### src/rtl/shift_cmd_seq.sv
// rtl/shift_cmd_seq.sv - command FIFO feeding a repeat-count issue sequencer for a shift register
//
// Ports:
//   clk             - single clock, rising edge
//   reset           - asynchronous active-low reset
//   cmd_valid/ready - command handshake; push when both high
//   cmd_op/data/count - command fields {op, data, repeat count (issues count+1 cycles)}
//   flush           - synchronous abort of queued and active commands
//   enable          - downstream shift-register enable
//   shift_direction - op code of the command being issued (held while idle)
//   data_in         - data of the command being issued (held while idle)
//   done            - one-cycle pulse on the last issue cycle of a command
//   busy            - command active or FIFO non-empty
//   fifo_level      - current FIFO occupancy
module shift_cmd_seq #(
    parameter int DEPTH = 4
) (
    input  logic                     clk,
    input  logic                     reset,
    input  logic                     cmd_valid,
    output logic                     cmd_ready,
    input  logic [2:0]               cmd_op,
    input  logic [7:0]               cmd_data,
    input  logic [2:0]               cmd_count,
    input  logic                     flush,
    output logic                     enable,
    output logic [2:0]               shift_direction,
    output logic [7:0]               data_in,
    output logic                     done,
    output logic                     busy,
    output logic [$clog2(DEPTH):0]   fifo_level
);

    localparam int AW = $clog2(DEPTH);
    localparam int LW = AW + 1;

    typedef enum logic {IDLE, ISSUE} state_t;

    state_t          state;
    logic [13:0]     mem [DEPTH];
    logic [AW-1:0]   wr_ptr;
    logic [AW-1:0]   rd_ptr;
    logic [2:0]      remaining;
    logic [13:0]     head;
    logic            push;
    logic            pop;

    // A full FIFO never accepts, even when a pop happens on the same edge.
    assign cmd_ready = (fifo_level != LW'(DEPTH)) && !flush;
    assign push      = cmd_valid && cmd_ready;
    // Pop when idle, or on the last issue cycle so the next command follows without a gap.
    assign pop       = !flush && (fifo_level != '0) && ((state == IDLE) || (remaining == 3'd0));
    assign head      = mem[rd_ptr];
    assign busy      = (state == ISSUE) || (fifo_level != '0);

    always_ff @(posedge clk) begin
        if (push) begin
            mem[wr_ptr] <= {cmd_op, cmd_data, cmd_count};
        end
    end

    always_ff @(posedge clk or negedge reset) begin
        if (!reset) begin
            state           <= IDLE;
            wr_ptr          <= '0;
            rd_ptr          <= '0;
            fifo_level      <= '0;
            remaining       <= '0;
            enable          <= 1'b0;
            done            <= 1'b0;
            shift_direction <= '0;
            data_in         <= '0;
        end else if (flush) begin
            // Held shift_direction/data_in are intentionally left untouched.
            state      <= IDLE;
            wr_ptr     <= '0;
            rd_ptr     <= '0;
            fifo_level <= '0;
            enable     <= 1'b0;
            done       <= 1'b0;
        end else begin
            if (push) begin
                wr_ptr <= wr_ptr + 1'b1;
            end
            if (pop) begin
                rd_ptr <= rd_ptr + 1'b1;
            end
            fifo_level <= fifo_level + LW'(push) - LW'(pop);

            if (pop) begin
                state           <= ISSUE;
                enable          <= 1'b1;
                shift_direction <= head[13:11];
                data_in         <= head[10:3];
                remaining       <= head[2:0];
                done            <= (head[2:0] == 3'd0);
            end else if ((state == ISSUE) && (remaining != 3'd0)) begin
                remaining <= remaining - 3'd1;
                // done is registered, so it rises together with remaining reaching zero.
                done      <= (remaining == 3'd1);
            end else begin
                state  <= IDLE;
                enable <= 1'b0;
                done   <= 1'b0;
            end
        end
    end

endmodule
### config.mk
export PLATFORM = sky130hd
export DESIGN_NAME = shift_cmd_seq
export DESIGN_NICKNAME = d
export VERILOG_FILES = /design/src/rtl/shift_cmd_seq.sv
export SDC_FILE = /design/constraint.sdc
export NUM_CORES = 1
export LEC_CHECK = 0
export ABC_CLOCK_PERIOD_IN_PS = 3500
export CAP_MARGIN = 25
export CORE_ASPECT_RATIO = 1.4
export CORE_UTILIZATION = 30
export CTS_CLUSTER_SIZE = 20
export DETAILED_ROUTE_END_ITERATION = 7
export SLEW_MARGIN = 40
export SYNTH_ARGS = -nofsm -noshare
export SYNTH_HDL_FRONTEND = slang
export SYNTH_SLANG_ARGS = --single-unit
export TNS_END_PERCENT = 30
### constraint.sdc
create_clock -name clk -period 3.5 [get_ports clk]
set_clock_uncertainty 0.1 [all_clocks]
set_input_delay 0.525 -clock clk [delete_from_list [all_inputs] [get_ports clk]]
set_output_delay 0.525 -clock clk [all_outputs]
set_load 0.02 [all_outputs]
==> run summary <==
CP endpoint kind: flip-flop
Post-cts gate resize count: 0
Share of layout cells above drive strength 1: 0.158
Final Util: 0.392
Worst Path Class, Setup: reg -> reg
Status: finished clean
WP data required: 3.62 ns
Synth Instances: 192
Tightest Pin Transition: 0.804 ns
Initial Util: 0.314
Via count: 1687
Seq cells post-synth: 79
Clk buf depth: 2
Routed Antenna Nets: 0
ANT cells: 0
Die ar.: 10900 µm²
Hold EP: data_in[6]
Tcrit/Tclk final: 0.826
Vias in the first global route: 1741
EDFF count, synth: 56
Distinct cells, synth: 32
Placer Congestion: 0.736
Reg2reg setup slack: 0.61 ns
Ys async rst share: 0.291
Critical R2R Launch: remaining[0]
Wirelength per Cell: 15.1 µm
Largest net degree at the start of global routing: 24
Setup Buffers After CTS: 0
First-pass GRT wire length: 9110 µm
RSZ-0062 raised after global routing: false
Die X: 88.7 µm
Post-Syn Area: 3160 µm²
DRC viols: 0
Reg-to-Reg End: fifo_level[2]
Primary FF master, synth: edfxtp_1
Post-synth top area share: 0.533
Clk slew on worst S/H paths: 0.06 ns
Area growth syn-to-layout: 24.9%
Final Hold Viols: 0
Synthesized net count: 220
Max FO, Critical Path: 13
Avg Cell Area, Syn: 16.4 µm²
Hold buffer count at CTS: 0
Worst reg2reg path depth: 13
DP HPWL: 3720 µm
CP Launch Type: flip-flop
Setup TNS: 0 ns
CTS tree: done
Peak Freq: 0.346 GHz
WHS Path Cells: 2
Max-slew headroom: 0.464
Tmin final: 2.89 ns
Cts bufs inserted: 9
Max-slew violations: 0
Num Clock Sinks: 79
First-pass DRT Iterations: 4
Antenna violations before repair: 0
Sequential fraction of the synthesis area: 0.715
Worst-case vdd ir drop: 0.236 mV
Area contributors post-synth: edfxtp_1 53%, dfrtp_1 18%, mux4_2 10%, nand2_1 4.2%, ha_1 3.6%
IO buf count: 35
Die H: 123 µm
HP Start: data_in[6]
Total Routed Length: 5690 µm
Commonest cells in the netlist: 56 x edfxtp_1, 35 x nand2_1, 23 x dfrtp_1, 14 x mux4_2
Power per cell area: 747 nW/µm²
Final setup vio count: 0
Clock latency on the worst-skew pair: 0.33 ns
CORE AREA: 10100 µm²
Number of I/O pins: 36
Synth area leader: edfxtp_1
Root Driver: clkbuf_16
GRT Overall Usage: 0.118
Maxcap violations: 0
DRT iter0 DRCs: 90
Via density: 4.49
Arrival time at the worst endpoint: 3.01 ns
Static leakage: 1.48 nW
Overflow after GRT: 0
Min-delay worst type: reg -> reg
Syn. warnings: 0
Cell with the most instances after synthesis: edfxtp_1
Nets: 264
Row count: 43
Htree depth: 3
[power breakdown]
group / internal [mW] / leakage (nW) / switching [mW]
logic: 0.411 / 0.557 / 0.419
clock network: 0.476 / 0.128 / 0.349
registers: 1.16 / 0.797 / 0.132
[cell type report]
type                       instances  area, µm²
clock buffer                      10        229
clock inverter                     6       37.5
fill                             923       6120
inverter                          10       37.5
multi-input combinational         96        823
sequential                        79       2260
tap                              135        169
timing repair buffer              40        388
[worst max-delay path, cell delays in order, from the launching register on]
cell	delay, ns
dfrtp_1	0.41
inv_1	0.06
ha_1	0.19
ha_1	0.19
nor2b_1	0.36
or3_1	0.20
inv_2	0.13
ha_1	0.31
inv_1	0.05
ha_1	0.13
inv_1	0.05
fa_1	0.37
xnor2_1	0.16
nor2_1	0.06
[cells by family (layout without fill, tap and decap cells)]
kind of cell	count (synthesis)	after routing	synth area share
compound gates	10	10	0.0190
xor+xnor	3	3	0.00832
fa+ha+maj	10	10	0.0420
buf+inv	17	66	0.0246
flops	79	79	0.715
mux	16	16	0.107
simple gates	57	57	0.0844
[layout by cell type, fill, tap and decap left out, types with 3 or more instances in the layout]
| cell type | instances |
|---|---|
| edfxtp_1 | 56 |
| nand2_1 | 35 |
| clkdlybuf4s50_1 | 35 |
| dfrtp_1 | 22 |
| mux4_2 | 14 |
| inv_1 | 9 |
| ha_1 | 9 |
| clkbuf_16 | 9 |
| nor2_1 | 5 |
| buf_4 | 5 |
| a21oi_1 | 4 |
| and3_1 | 3 |
[how the worst max path moves through the flow]
stage	startpoint	to	cells after the start
global placement	flush	fifo_level[2]	10
floorplan	remaining[0]	fifo_level[2]	15
CTS	remaining[0]	fifo_level[2]	13
detailed placement	flush	fifo_level[2]	10
global route	remaining[0]	fifo_level[2]	13
finish	remaining[0]	fifo_level[2]	13
[flip-flops by register name (all words and copies together) (netlist names)]
name and count:
state 1, mem 56, data_in 8, done 1, shift_direction 3, remaining 3, wr_ptr 2, fifo_level 3
rd_ptr 2
[per-layer routing]
metal | global-route usage | wire, µm
met3 | 0.0247 | 228
met4 | 0.0756 | 162
met1 | 0.137 | 2410
met2 | 0.196 | 2890
met5 | 0 | 0
[through the flow]
| stage | power, mW | std cells | hold WS, ns | instance area (µm²) | worst slack [ns] |
|---|---|---|---|---|---|
| finish | 2.95 | 376 | 0.370 | 3940 | 0.609 |
| global route | 3.12 | 376 | 0.405 | 3940 | 0.349 |
| CTS | 2.99 | 376 | 0.379 | 3940 | 0.580 |
| detailed placement | 2.15 | 360 | 0.365 | 3670 | 0.537 |
| global placement | 2.14 | 360 | 0.361 | 3670 | 0.584 |
| floorplan | 1.83 | 192 | 0.129 | 3160 | 0.683 |
No activity file was read; power rests on OpenSTA's default activity.
